==> config.mk <==
export PLATFORM = sky130hd
export DESIGN_NAME = buzzer_seq
export DESIGN_NICKNAME = d
export VERILOG_FILES = /design/src/rtl/buzzer_seq.sv
export SDC_FILE = /design/constraint.sdc
export NUM_CORES = 1
export LEC_CHECK = 0
export ABC_AREA = 1
export CAP_MARGIN = 5
export CELL_PAD_IN_SITES_DETAIL_PLACEMENT = 0
export CELL_PAD_IN_SITES_GLOBAL_PLACEMENT = 1
export CORE_AREA = 3 3 155 120
export DETAILED_ROUTE_END_ITERATION = 10
export DIE_AREA = 0 0 158 123
export PLACE_DENSITY_LB_ADDON = 0.1
export SYNTH_ARGS = -nofsm -noshare
export SYNTH_HDL_FRONTEND = slang
export SYNTH_SLANG_ARGS = --single-unit
==> constraint.sdc <==
create_clock -name clk -period 4 [get_ports clk]
set_clock_uncertainty 0.2 [all_clocks]
set_input_delay 0.8 -clock clk [delete_from_list [all_inputs] [get_ports clk]]
set_output_delay 0.8 -clock clk [all_outputs]
set_load 0.01 [all_outputs]
==> src/rtl/buzzer_seq.sv <==
// buzzer_seq: note FIFO plus sequencer that turns queued notes into
// one-cycle buzzer commands.
//
// Parameters
//   TICK_DIV  clock cycles per duration tick
//   DEPTH     note FIFO entries (power of two, >= 2)
//
// Ports
//   clk      sole clock, rising edge
//   rst      synchronous active-low reset
//   wr       push strobe for wr_data
//   wr_data  [5:0] tone code (0 = rest), [15:6] duration in ticks
//   abort    flush FIFO and silence (priority over wr and the sequencer)
//   cmd      [23:16] opcode (0 NOP, 1 SET, 2 STOP), [5:0] tone, rest 0
//   start    one-cycle strobe qualifying a non-NOP cmd
//   full     FIFO holds DEPTH entries (registered)
//   empty    FIFO holds no entries (registered)
//   busy     sequencer active
//   ovf      one-cycle pulse on a dropped write
//
// Build option
//   BUZZER_SEQ_GAP_EN  adds a one-tick STOP gap after every note instead of
//                      back-to-back playback with a final STOP.
//
// Outputs are registered from the state being left, so the command of a
// state appears on the edge that ends its cycle: a write into an idle,
// empty FIFO yields start two edges after the write edge.
module buzzer_seq #(
  parameter int TICK_DIV = 50000,
  parameter int DEPTH    = 8
) (
  input  logic        clk,
  input  logic        rst,
  input  logic        wr,
  input  logic [15:0] wr_data,
  input  logic        abort,
  output logic [23:0] cmd,
  output logic        start,
  output logic        full,
  output logic        empty,
  output logic        busy,
  output logic        ovf
);

  localparam int AW = $clog2(DEPTH);
  localparam int PW = AW + 1;
  localparam int SW = (TICK_DIV > 1) ? $clog2(TICK_DIV) : 1;
  localparam logic [SW-1:0] PS_LAST   = SW'(TICK_DIV - 1);
  localparam logic [PW-1:0] FIFO_FULL = PW'(DEPTH);
  localparam logic [23:0]   CMD_STOP  = 24'h020000;

`ifdef BUZZER_SEQ_GAP_EN
  typedef enum logic [2:0] {IDLE, LOAD, PLAY, GAP, STOP_OUT} state_t;
`else
  typedef enum logic [2:0] {IDLE, LOAD, PLAY, STOP_OUT} state_t;
`endif

  state_t state;

  // ---------------------------------------------------------------- FIFO
  logic [15:0]   mem [DEPTH];
  logic [PW-1:0] wr_ptr, rd_ptr;
  logic [PW-1:0] wr_ptr_nxt, rd_ptr_nxt, level_nxt;
  logic          pop, push;
  logic [15:0]   head;
  logic [5:0]    head_tone;
  logic [9:0]    head_dur;

  assign head      = mem[rd_ptr[AW-1:0]];
  assign head_tone = head[5:0];
  assign head_dur  = head[15:6];

  always_comb begin
    pop  = (state == LOAD) && !abort;
    // A full FIFO still accepts a write when the same edge pops.
    push = wr && !abort && (!full || pop);
    if (abort) begin
      wr_ptr_nxt = wr_ptr;
      rd_ptr_nxt = wr_ptr;
    end else begin
      wr_ptr_nxt = wr_ptr + PW'(push);
      rd_ptr_nxt = rd_ptr + PW'(pop);
    end
    level_nxt = wr_ptr_nxt - rd_ptr_nxt;
  end

  always_ff @(posedge clk) begin
    if (rst && push) begin
      mem[wr_ptr[AW-1:0]] <= wr_data;
    end
  end

  always_ff @(posedge clk) begin
    if (!rst) begin
      wr_ptr <= '0;
      rd_ptr <= '0;
      full   <= 1'b0;
      empty  <= 1'b1;
      ovf    <= 1'b0;
    end else begin
      wr_ptr <= wr_ptr_nxt;
      rd_ptr <= rd_ptr_nxt;
      full   <= (level_nxt == FIFO_FULL);
      empty  <= (level_nxt == '0);
      // Writes coinciding with abort are dropped silently.
      ovf    <= wr && !abort && !push;
    end
  end

  // ----------------------------------------------------------- sequencer
  logic [SW-1:0] presc;
  logic [9:0]    dur_cnt;

  always_ff @(posedge clk) begin
    if (!rst) begin
      state   <= IDLE;
      presc   <= '0;
      dur_cnt <= '0;
      cmd     <= '0;
      start   <= 1'b0;
      busy    <= 1'b0;
    end else begin
      cmd   <= '0;
      start <= 1'b0;
      if (abort) begin
        presc   <= '0;
        dur_cnt <= '0;
        if (busy) begin
          state <= STOP_OUT;
          busy  <= 1'b1;
        end else begin
          state <= IDLE;
          busy  <= 1'b0;
        end
      end else begin
        case (state)
          IDLE: begin
            busy <= 1'b0;
            if (!empty) state <= LOAD;
          end
          LOAD: begin
            busy    <= 1'b1;
            start   <= 1'b1;
            cmd     <= (head_tone != '0) ? {8'd1, 10'd0, head_tone} : CMD_STOP;
            presc   <= '0;
            dur_cnt <= (head_dur == '0) ? 10'd1 : head_dur;
            state   <= PLAY;
          end
          PLAY: begin
            busy <= 1'b1;
            if (presc == PS_LAST) begin
              presc <= '0;
              if (dur_cnt <= 10'd1) begin
`ifdef BUZZER_SEQ_GAP_EN
                state <= GAP;
`else
                state <= empty ? STOP_OUT : LOAD;
`endif
              end else begin
                dur_cnt <= dur_cnt - 10'd1;
              end
            end else begin
              presc <= presc + 1'b1;
            end
          end
`ifdef BUZZER_SEQ_GAP_EN
          GAP: begin
            busy <= 1'b1;
            // presc is 0 only in the first gap cycle.
            if (presc == '0) begin
              start <= 1'b1;
              cmd   <= CMD_STOP;
            end
            if (presc == PS_LAST) begin
              presc <= '0;
              state <= empty ? IDLE : LOAD;
            end else begin
              presc <= presc + 1'b1;
            end
          end
`endif
          STOP_OUT: begin
            busy  <= 1'b1;
            start <= 1'b1;
            cmd   <= CMD_STOP;
            state <= IDLE;
          end
          default: begin
            busy  <= 1'b0;
            state <= IDLE;
          end
        endcase
      end
    end
  end

endmodule

== Word-level counts from Yosys, hierarchy flattened ==
Memory sizes are Yosys's and may differ from the RTL's. A register that Yosys moved wholly into a read port is not among the register bits.
Cells that the tools add are included.

* Bitwise operators: 1
* $mul: 0
* Magnitude comparators: 1
* Shifts and indexed selects: 0
* $add $sub $neg: 5
* Divide/modulo/power cells: 0
* Equality and inequality tests: 10
* Multiplexer cells: 24
* Reduce and logical (&&, ||, !) cells: 19

{| class="wikitable"
|+ Operators with widths
! kind !! count
|-
| 18-bit one-hot mux with 2 select lines || 1
|-
| 16-bit one-hot mux with 2 select lines || 1
|-
| 10-bit 2-to-1 mux || 3
|-
| 10-bit one-hot mux with 2 select lines || 1
|-
| 18-bit 2-to-1 mux || 1
|-
| 16-bit by 1-bit adder with 16-bit output (second input constant) || 1
|-
| 16-bit equality test (second input constant) || 1
|-
| 16-bit 2-to-1 mux || 1
|-
| 3-bit 2-to-1 mux || 5
|-
| 10-bit by 1-bit less-or-equal comparator with 1-bit output (second input constant) || 1
|-
| 10-bit logical NOT || 1
|-
| 10-bit by 1-bit subtractor with 10-bit output (second input constant) || 1
|-
| 3-bit != test (second input constant) || 3
|-
| 3-bit one-hot mux with 3 select lines || 1
|-
| 4-bit by 1-bit adder with 4-bit output || 2
|-
| 4-bit 2-to-1 mux || 2
|-
| 3-bit by 2-bit equality test with 1-bit output (second input constant) || 2
|-
| 1-bit 2-to-1 mux || 6
|-
| 3-bit AND reduction || 2
|-
| 6-bit nonzero test || 1
|-
| 1-bit logical AND || 5
|-
| 4-bit equality test (second input constant) || 1
|-
| 4-bit logical NOT || 1
|-
| 2-bit 2-to-1 mux || 2
|-
| 10 further kinds || 14
|}

* Bits of input ports: 20
* Bits in latches: 0
* Memory bits (read-only): 0
* RAM bits: 128
* Output and inout bits: 29
* Register bits: 66
* Memories kept: 1

{| class="wikitable"
|+ Memory list
! memory !! depth !! width !! rd ports !! clocked after Yosys merged registers in !! write ports !! line !! RTL
|-
| mem || 8 || 16 || 1 || 1 || 1 || 61 || <nowiki>logic [15:0] mem [DEPTH];</nowiki>
|}

== Logic depth before layout (Yosys ltp) ==
Gate-level depths: netlist (run 1).

* Word-level depth: 8
* Mapped depth: 19
* Mapped depth without buffers: 19

== Least setup slack after synthesis (run 1) ==
Ideal clock, no wire load.

* Path kind: input -> register
* Start: input port abort
* End: register full
* Data arrival time: 3000 ps
* Path buffers: 1
* Setup slack: 681 ps
* Cell stages on the path: 16
* Data required time: 3681 ps
* Cells stage by stage: clkbuf_1 o21ai_0 inv_1 nor3_1 ha_1 ha_1 nand2_1 nand2_1 ha_1 inv_1 o21bai_1 a21oi_1 xnor2_1 or2_2 nand2_1 nor3_1

* Cells in the longest elaborated chain, start to end: 8

{| class="wikitable"
|+ RTL lines
! item !! line !! RTL
|-
| start, declared || 36 || <nowiki>input logic abort,</nowiki>
|-
| 1-bit logical NOT || 74, 76 ||
|-
| 1-bit logical AND || 74 || <nowiki>pop = (state == LOAD) && !abort;</nowiki>
|-
| 1-bit logical OR || 76 || <nowiki>push = wr && !abort && (!full || pop);</nowiki>
|-
| 1-bit logical AND || 76 ||
|-
| 4-bit by 1-bit adder with 4-bit output || 81 || <nowiki>wr_ptr_nxt = wr_ptr + PW'(push);</nowiki>
|-
| 4-bit 2-to-1 mux * || 77 || <nowiki>if (abort) begin</nowiki>
|-
| via wr_ptr_nxt[1] || 63 || <nowiki>logic [PW-1:0] wr_ptr_nxt, rd_ptr_nxt, level_nxt;</nowiki>
|-
| 4-bit subtractor * || 84 || <nowiki>level_nxt = wr_ptr_nxt - rd_ptr_nxt;</nowiki>
|-
| 4-bit equality test * || 103 || <nowiki>full <= (level_nxt == FIFO_FULL);</nowiki>
|-
| end signal, assigned || 103 ||
|-
| end, declared || 39 || <nowiki>output logic full,</nowiki>
|}

Mark *: on every way through the listed nets, which the timed path passes. The rest lies on a longest branch.
A chain may end at the register's enable or synchronous reset.

== Final worst setup path (run 1) ==
* Start: input port abort
* End: register full

* Cells in the longest elaborated chain, start to end: 8

{| class="wikitable"
|+ RTL lines
! item !! line
|-
| 1-bit logical NOT || 74, 76
|-
| 1-bit logical AND || 74
|-
| 1-bit logical OR || 76
|-
| 1-bit logical AND || 76
|-
| 4-bit by 1-bit adder with 4-bit output || 81
|-
| 4-bit 2-to-1 mux || 77
|-
| 4-bit subtractor * || 84
|-
| 4-bit equality test * || 103
|}

Every way passes the cells marked *; elsewhere a longest branch is shown, timed or not.

==> reports/qor.yml, run 1 <==
clocking:
  htreeDepth: 4
  holdBufCountCts: 0
  cts.sinks: 177
  cts_buffers: 17
  cts_tree: "built"
  postCtsSetupBuffers: 0
  cts_root_buf: "clkbuf_16"
  clk_pin_slew_ps: 70
  ctsResizeCount: 0
  clockBufferDepth: 2
  insertion_delay_ps: 420
power_and_ir_drop:
  power_density_mw_per_mm2: 473
  p_sw_share_pct: 25.3
  seqPwrFrac_pct: 48.0
  finalPower_mw: 4.24
  internal_power_mw: 3.16
  peakVddDrop_v: 0.000331
  clockPowerShare_pct: 39.3
  p_switching_mw: 1.07
  p_leak_nw: 3.51
  p_comb_share_pct: 12.7
outcome:
  status: "finished clean"
sta:
  max_freq_mhz: 298
  worst_pin_slew_ps: 734
  period_minus_slack_ps: 3350
  finalSetupTns_ps: 0
  maxSlewViolCount: 0
  max-slew-margin-rel_pct: 51.1
  rsz0062_at_grt: "no"
  fin_crit_sh_pct: 83.8
  finalSetupViolCount: 0
  hold_violations: 0
worst_setup_path:
  arrival_ps: 3470
  crit_required_ps: 4120
  worstRegToRegCells: 18
  startpoint_type: "input port"
  ff2ff_setup_slack_ps: 770
  r2r_end: "full"
  r2r_start: "state[1]"
  end_kind: "flop"
  critical_path_class: "in2reg"
  crit_fanout: 12
die:
  die_w_um: 158
  die_h_um: 123
  core_area_mm2: 0.0173
  num_rows: 42
  die_area_mm2: 0.0194
  num_io_pins: 49
  start_util_pct: 45.5
hold_path:
  hp-class: "reg2reg"
  hold-path-cell-count: 2
  min_to: "presc[13]"
  hp-start: "presc[13]"
final_layout:
  final_util_pct: 51.8
  n_antenna_cell: 0
  drive_gt1_share_pct: 6.94
  areaGrowthSynthToFinish_pct: 13.8
  nets: 886
  fillCellCount: 1526
  regArea_mm2: 0.00483
  multiInputGateArea_mm2: 0.00250
global_route:
  grt_overflow: 0
  grt_pass1_wl_mm: 27.6
  grt_max_degree: 68
  track_usage_pct: 18.8
  grt_pass1_vias: 5173
  antenna_found_initial: 0
route:
  wirelength_mm: 17.6
  drt-pass1-iter-count: 5
  num_vias: 5553
  drt_iter0_drc: 560
  wl_per_cell_um: 16.2
  via_per_inst: 5.12
  ant_nets: 0
  drc_errors: 0
yosys:
  synthTopCellsByArea: "edfxtp_1 49%, dfxtp_1 12%, nand2_1 8.5%"
  synthCells: 815
  yosys.area.top_type: "edfxtp_1"
  ys_ff_latch: 177
  ys_warn_count: 0
  yosysSeqAreaShare_pct: 61.3
  syn-cell-area_mm2: 0.00787
  synth_top_cell_area_share_pct: 48.9
  syn_avg_cell_area_um2: 9.65
  yosysUniqueCellTypes: 36
placed_design:
  gp_congestion: 0.818
  io_buffers: 32
  dpl.hpwl_mm: 11.1
flow_run:
  maxCapViolCount: 0
[per-layer routing]
layer  wire (um)  global-route usage [%]  vias up
met5           0                       0        -
met4         126                    4.46        0
met3        1180                    4.93       12
met2        7700                    28.1      164
met1        8560                    27.6     2615
li1            -                       -     2762
[power groups by stage]
stage	Sequential, mW	Clock, mW	Combinational [mW]
6_report	2.03	1.67	0.539
5_1_grt	2.04	1.79	0.610
4_1_cts	2.03	1.71	0.537
3_5_place_dp	2.07	0	0.533
3_3_place_gp	2.07	0	0.531
2_1_floorplan	2.07	0	0.395
[how the worst max path moves through the flow]
stage                from  endpoint  slack [ps]
floorplan           abort      full         680
global placement    abort      full         280
detailed placement  abort      full         220
CTS                 abort     empty         680
global route        abort     empty         390
finish              abort      full         650
[synthesized netlist by cell type]
library cell    n
buf_2          14
conb_1          1
and3_1          1
clkbuf_1        7
xnor2_1         4
a21oi_1        33
nand3b_1        1
o211a_1         1
mux2i_1         1
a211oi_1        3
nor2_1        111
a21oi_2         1
inv_2           4
o211ai_1        3
ha_1           15
edfxtp_1      128
nand3_1        47
nand4_1         6
o21bai_1        1
nand2_2         2
o31ai_1         1
buf_4          20
o21ai_0        65
xor2_1          9
clkbuf_2        2
a21boi_0        2
o21a_1          2
o22ai_1         5
buf_6           5
or2_2           3
a221oi_1        1
inv_1          71
nor3_1         15
nand2_1       178
dfxtp_1        49
o21ai_1         3
[worst max-delay path: stages]
cell	delay, ps
clkdlybuf4s50_1	470
buf_4	190
nor2_1	90
ha_1	200
ha_1	270
a21boi_0	300
ha_1	320
inv_1	60
o21bai_1	80
a21oi_1	180
xnor2_1	100
or2_2	270
nand2_1	90
nor3_1	50
[sequential cells by signal, indices dropped and copies added, names as in the netlist]
signal / count
ovf: 1
start: 1
full: 1
empty: 1
mem: 128
state: 2
cmd: 8
rd_ptr: 4
dur_cnt: 10
busy: 1
wr_ptr: 4
presc: 16
[layout make-up]
| type | count | area share [%] |
|---|---|---|
| timing repair buffer | 50 | 5.09 |
| sequential | 177 | 53.9 |
| inverter | 75 | 3.15 |
| clock inverter | 8 | 0.993 |
| multi-input combinational | 530 | 28.0 |
| clock buffer | 24 | 5.80 |
| tap | 220 | 3.08 |
[cells in the final DEF (no fill, tap or decap), types with 4 or more instances in the layout]
master and n:
nand2_1 178, clkbuf_16 19, edfxtp_1 128, buf_4 18, conb_1 16, ha_1 15, o22ai_1 5, nand3_1 47
o21ai_0 65, a21oi_1 33, nand4_1 6, dfxtp_1 48, nor3_1 15, nor2_1 111, inv_1 71, clkdlybuf4s50_1 32
xnor2_1 4, inv_2 4, xor2_1 9
[metrics by stage]
step	cells	setup WS, ps	cell area, um^2	hold WS, ps
floorplan	830	681	7920	251
global placement	1052	275	8340	266
detailed placement	1052	221	8340	275
CTS	1084	680	8950	283
global route	1084	394	8950	314
finish	1084	647	8950	280
[cell families after synthesis]
group,share of synthesized area (%)
xor+xnor,1.45
fa+ha+maj,2.39
mux,0.127
compound gates,8.32
simple gates,18.8
flops,61.3
other cells,0.0477
buf+inv,7.56
(Power assumes the default switching activity.)
==> run 2: changes to the inputs <==
clock period = 3.1 ns   (was 4 ns; I/O delays follow)
==> run 2 against run 1 <==
Compared with the run above: sequential share of layout area shrank 1.2 points; first-iteration DRC count grew 2.3%; critical path depth grew 4; clock-buffer cell count shrank 6; combinational power grew 35%; register-to-register slack lost 680 ps; final cell count grew 2.2%; utilization grew 1.3 points; critical endpoint unchanged; largest power group unchanged.
==> reports/qor.yml, run 2 (synthesis gave the netlist of run 1 again) <==
worst_setup_path:
  path_buf_inv: 4  # was 3
  startpoint_type: "flop"  # was input port
  cp_cell_sequence: "inv_2 > ha_2 > inv_2 > o21ai_2 > inv_2 > nor3_2 > ha_2 > ha_1 > nand2_1 > nand2_2 > ha_4 > inv_1 > o21bai_2 > a21oi_2 > xnor2_1 > or2_2 > nand2_1 > nor3_1"  # was clkdlybuf4s50_1 > buf_4 > nor2_1 > ha_1 > ha_1 > a21boi_0 > ha_1 > inv_1 > o21bai_1 > a21oi_1 > xnor2_1 > or2_2 > nand2_1 > nor3_1
  critical_path_class: "reg2reg"  # was in2reg
  crit_fanout: 5  # was 12
  critPathMostFrequentCell: "inv_2"  # was ha_1
  arrival_ps: 3130  # was 3470 ps
  cpMaxStageDelayCell: "dfxtp_4"  # was clkdlybuf4s50_1
  cpPeakStageDelay_ps: 360  # was 470 ps
  crit_required_ps: 3220  # was 4120 ps
  end_kind: "flop"  # unchanged
  path_delay_family: "adder cells"  # unchanged
placed_design:
  gp_congestion: 0.820  # was 0.818
  io_buffers: 32  # unchanged
  placed_area_mm2: 0.00853  # was 0.00834 mm^2
  post-place-ws_ps: -456  # was 221 ps
  dpl.hpwl_mm: 11.8  # was 11.1 mm
clocking:
  cts_buffers: 17  # unchanged
  cts.sinks: 177  # unchanged
  cts_root_buf: "clkbuf_16"  # unchanged
  insertion_delay_ps: 420  # about the same
  cts_tree: "built"  # unchanged
  htreeDepth: 4  # unchanged
  clockBufferDepth: 2  # unchanged
  clk_pin_slew_ps: 70  # about the same
final_layout:
  final_cell_area_mm2: 0.00917  # was 0.00895 mm^2
  largest_reg_flops: 128  # unchanged
  areaGrowthSynthToFinish_pct: 16.6  # was 13.8%
  final_common_cell: "nand2_1"  # unchanged
  nets: 910  # was 886
  final_util_pct: 53.0  # was 51.8%
  most-common-layout-cells: "177 x nand2_1, 128 x edfxtp_1, 111 x nor2_1"  # was 178 x nand2_1, 128 x edfxtp_1, 111 x nor2_1
  drive_gt1_share_pct: 10.8  # was 6.94%
  n_antenna_cell: 0  # unchanged
sta:
  period_minus_slack_ps: 3010
  holdWs_ps: 282  # was 280 ps
  fin_crit_sh_pct: 97.0
  worst_slack_ps: 93.1  # was 647 ps
  finalSetupViolCount: 0  # unchanged
  max_freq_mhz: 333
  worst_pin_slew_ps: 776  # was 734 ps
  max-slew-margin-rel_pct: 48.2  # was 51.1%
  maxSlewViolCount: 0  # unchanged
  hold_violations: 0  # unchanged
route:
  drt-pass1-iter-count: 5  # unchanged
  wirelength_mm: 18.1  # was 17.6 mm
  num_vias: 5710  # was 5553
  drc_errors: 0  # unchanged
  ant_nets: 0  # unchanged
  drt_iter0_drc: 573  # was 560
  wl_per_cell_um: 16.4  # was 16.2 um
  via_per_inst: 5.15  # was 5.12
power_and_ir_drop:
  peakVddDrop_v: 0.000362  # was 0.000331 V
  power_density_mw_per_mm2: 594  # was 473 mW/mm^2
  finalPower_mw: 5.45  # was 4.24 mW
  p_leak_nw: 3.62  # was 3.51 nW
die:
  die_h_um: 123  # unchanged
  die_w_um: 158  # unchanged
  core_area_mm2: 0.0173  # unchanged
  num_io_pins: 49  # unchanged
  die_area_mm2: 0.0194  # unchanged
  start_util_pct: 45.5  # unchanged
  num_rows: 42  # unchanged
global_route:
  grt_overflow: 0  # unchanged
  grt_max_degree: 68  # unchanged
  antenna_found_initial: 0  # unchanged
  grt-busiest-layer: "met2"  # unchanged
  grtUsageMet1_pct: 27.8  # was 27.6%
  met2_usage_pct: 30.4  # was 28.1%
  grt_pass1_vias: 5573  # was 5173
  grt_pass1_wl_mm: 29.3  # was 27.6 mm
  grt.met3_usage_pct: 4.44  # was 4.93%
  track_usage_pct: 19.8  # was 18.8%
flow_run:
  maxCapViolCount: 0  # unchanged
outcome:
  status: "finished clean"  # unchanged
hold_path:
  hp-class: "reg2reg"  # unchanged
[run 2: cell count changes in the layout (fill, tap and decap cells not counted), moves of 3 or more]
| cell | delta |
|---|---|
| ha_1 | -3 |
| buf_4 | +22 |
| inv_1 | -3 |
| inv_2 | +3 |
[run 2: metal layers]
| layer | part of all wire, % | vias up | wire length [um] |
|---|---|---|---|
| li1 | - | 2813 | - |
| met1 | 48 | 2719 | 8740 |
| met2 | 46 | 153 | 8270 |
| met3 | 4.6 | 25 | 830 |
| met4 | 1.7 | 0 | 303 |
| met5 | 0 | - | 0 |
[run 2: tightest hold or removal path: stages (launching register included)]
cell and delay (ps):
dfxtp_1 320, o21ai_2 70, nor3_1 40
[run 2: area by class of cell]
cell class / instances / area [um^2]
Tap cell: 220 / 275
Fill cell: 1551 / 8120
Clock buffer: 18 / 429
Timing Repair Buffer: 74 / 663
Sequential cell: 177 / 4830
Clock inverter: 14 / 150
Multi-Input combinational cell: 530 / 2540
Inverter: 75 / 282
[run 2: what timing repair did]
| action | 4_1_cts | 5_1_grt |
|---|---|---|
| hold buffers | 0 | 0 |
| gates resized for setup | 4 | 12 |
| buffers inserted | 1 | 1 |
| pin swaps | 2 | 4 |
| cloned | 0 | 0 |
| setup endpoints to repair | 2 | 2 |
[run 2: stage by stage]
step | TNS [ps] | instances
final | 0 | 1108
after global placement | -735 | 1074
after global routing | -108 | 1108
after CTS | 0 | 1107
after detailed placement | -903 | 1074
after floorplan | 0 | 830
[run 2: power by group]
part	total [mW]	switching, mW	internal (mW)	leakage (nW)
Sequential	2.63	0.0400	2.59	1.55
Combinational	0.728	0.471	0.257	1.79
Clock	2.10	0.960	1.14	0.281
Total	5.45	1.47	3.98	3.62
[run 2: path summary, 6_finish.rpt]
check	start	endpoint	slack, ps	depth (start not counted)
worst max-delay path	state[1]	full	90	18
worst max register to register	state[1]	full	90	18
worst min-delay path	full	ovf	280	2
worst min register to register	full	ovf	280	2
==> run 3: changes to the inputs <==
GPL_TIMING_DRIVEN = 0   (was default)
==> run 3 against run 2 <==
Compared with the run above: setup slack got worse by 88 ps; die area unchanged; critical path type is now in2reg; worst hold slack got worse by 2.0 ps.
==> reports/qor.yml, run 3 (synthesis gave the netlist of run 1 again) <==
sta:
  fin_crit_sh_pct: 99.8  # was 97.0%
  max-slew-margin-rel_pct: 51.6  # was 48.2%
  rsz0062_at_grt: "yes"
  finalSetupViolCount: 0  # unchanged
  worst_pin_slew_ps: 726  # was 776 ps
  period_minus_slack_ps: 3100  # was 3010 ps
  hold_violations: 0  # unchanged
  maxSlewViolCount: 0  # unchanged
  max_freq_mhz: 323  # was 333 MHz
  finalSetupTns_ps: 0  # unchanged
route:
  wl_per_cell_um: 17.2  # was 16.4 um
  drt_iter0_drc: 449  # was 573
  wirelength_mm: 19.4  # was 18.1 mm
  ant_nets: 0  # unchanged
  via_per_inst: 5.10  # was 5.15
  drc_errors: 0  # unchanged
  drt-pass1-iter-count: 5  # unchanged
  num_vias: 5750  # was 5710
clocking:
  htreeDepth: 4  # unchanged
  cts.sinks: 177  # unchanged
  clockBufferDepth: 2  # unchanged
  insertion_delay_ps: 430  # was 420 ps
  clk_pin_slew_ps: 70  # about the same
  holdBufCountCts: 0  # unchanged
  cts_buffers: 17  # unchanged
  cts_root_buf: "clkbuf_16"  # unchanged
  cts_tree: "built"  # unchanged
final_layout:
  fillCellCount: 1541  # was 1551
  areaGrowthSynthToFinish_pct: 19.7  # was 16.6%
  regArea_mm2: 0.00483  # about the same
  final_util_pct: 54.4  # was 53.0%
  drive_gt1_share_pct: 13.6  # was 10.8%
  fin_cells: 1127  # was 1108
  final_cell_area_mm2: 0.00941  # was 0.00917 mm^2
  nets: 929  # was 910
  final_common_cell: "nand2_1"  # unchanged
  multiInputGateArea_mm2: 0.00263  # was 0.00254 mm^2
  n_antenna_cell: 0  # unchanged
  most-common-layout-cells: "175 x nand2_1, 128 x edfxtp_1, 102 x nor2_1"  # was 177 x nand2_1, 128 x edfxtp_1, 111 x nor2_1
  largest_reg_flops: 128  # unchanged
power_and_ir_drop:
  p_leak_nw: 3.71  # was 3.62 nW
  p_switching_mw: 1.51  # was 1.47 mW
  internal_power_mw: 3.98  # about the same
  p_sw_share_pct: 27.5  # was 27.0%
  peakVddDrop_v: 0.000336  # was 0.000362 V
  seqPwrFrac_pct: 47.8  # was 48.2%
  power_density_mw_per_mm2: 583  # was 594 mW/mm^2
  finalPower_mw: 5.49  # was 5.45 mW
  clockPowerShare_pct: 37.6  # was 38.5%
  p_comb_share_pct: 14.6  # was 13.4%
worst_setup_path:
  end_kind: "flop"  # unchanged
  crit_start: "rst"  # was state[1]
  r2r_start: "state[1]"  # unchanged
  crit_fanout: 10  # was 5
  crit_required_ps: 3040  # was 3220 ps
  startpoint_type: "input port"  # was flop
  critical_path_class: "in2reg"  # was reg2reg
  arrival_ps: 3040  # was 3130 ps
die:
  start_util_pct: 45.5  # unchanged
  num_io_pins: 49  # unchanged
  die_h_um: 123  # unchanged
  core_area_mm2: 0.0173  # unchanged
  die_area_mm2: 0.0194  # unchanged
  num_rows: 42  # unchanged
  die_w_um: 158  # unchanged
placed_design:
  dpl.hpwl_mm: 13.2  # was 11.8 mm
  io_buffers: 32  # unchanged
  gp_congestion: 0.785  # was 0.820
  placed_area_mm2: 0.00868  # was 0.00853 mm^2
  dp_cells: 1090  # was 1074
global_route:
  grt_max_degree: 18  # was 68
  grt_overflow: 0  # unchanged
  grt_pass1_wl_mm: 30.3  # was 29.3 mm
  antenna_found_initial: 0  # unchanged
  track_usage_pct: 20.9  # was 19.8%
  grt_pass1_vias: 5649  # was 5573
hold_path:
  hp-start: "presc[13]"  # was full
  hp-class: "reg2reg"  # unchanged
outcome:
  status: "finished clean"  # unchanged
flow_run:
  maxCapViolCount: 0  # unchanged
==> run 3: cell count changes in the layout (fill, tap and decap cells not counted), sizes merged <==
cell / change
inv: +2
dlymetal6s2s: -1
clkdlybuf4s15: +1
clkinvlp: +1
buf: +10
bufinv: -1
clkinv: -3
clkbuf: +10
==> run 3: metrics by stage <==
stage / worst slack, ps / hold WS, ps
detailed placement: -907 / 272
global placement: -1690 / 266
finish: 4.91 / 280
CTS: 6.99 / 282
global route: -139 / 313
floorplan: 3.22 / 251
==> run 3: timing repair <==
item / in CTS / in global routing
setup endpoints to repair: 128 / 44
pin swaps: 2 / 6
gates resized for setup: 17 / 18
buffers inserted: 2 / 3
==> run 3: power by group through the flow <==
stage	registers, mW	clock network (mW)	logic [mW]
6_report	2.63	2.06	0.801
5_1_grt	2.63	2.20	0.901
4_1_cts	2.62	2.10	0.773
3_5_place_dp	2.67	0	0.752
3_3_place_gp	2.67	0	0.739
2_1_floorplan	2.67	0	0.510
==> run 3: cell type report <==
class	instances	area share, %
Timing Repair Buffer	45	5.36
Clock inverter	13	1.21
Clock buffer	19	4.81
Multi-Input combinational cell	530	27.9
Inverter	75	3.02
Sequential cell	177	51.3
Tap cell	220	2.92
Buffer	48	3.43
==> run 3: final timing paths <==
kind,endpoint,slack [ps],depth (start not counted)
setup / recovery,mem[1][11],5,8
hold / removal,presc[13],280,2
setup reg to reg,empty,150,19
hold reg to reg,presc[13],280,2
==> run 3: metal layers <==
| layer | up-vias | part of all wire, % | global-route usage, % |
|---|---|---|---|
| li1 | 2849 | - | - |
| met5 | - | 0 | 0 |
| met1 | 2719 | 50 | 30.6 |
| met3 | 25 | 5.3 | 4.20 |
| met4 | 0 | 1.8 | 6.72 |
| met2 | 157 | 43 | 31.6 |
==> run 3: critical path, stage by stage <==
cell             delay (ps)
clkdlybuf4s50_1         570
inv_1                   130
nor2_4                  270
inv_1                   120
nor3_1                  290
nand2_1                 240
nor2_2                  530
buf_8                   240
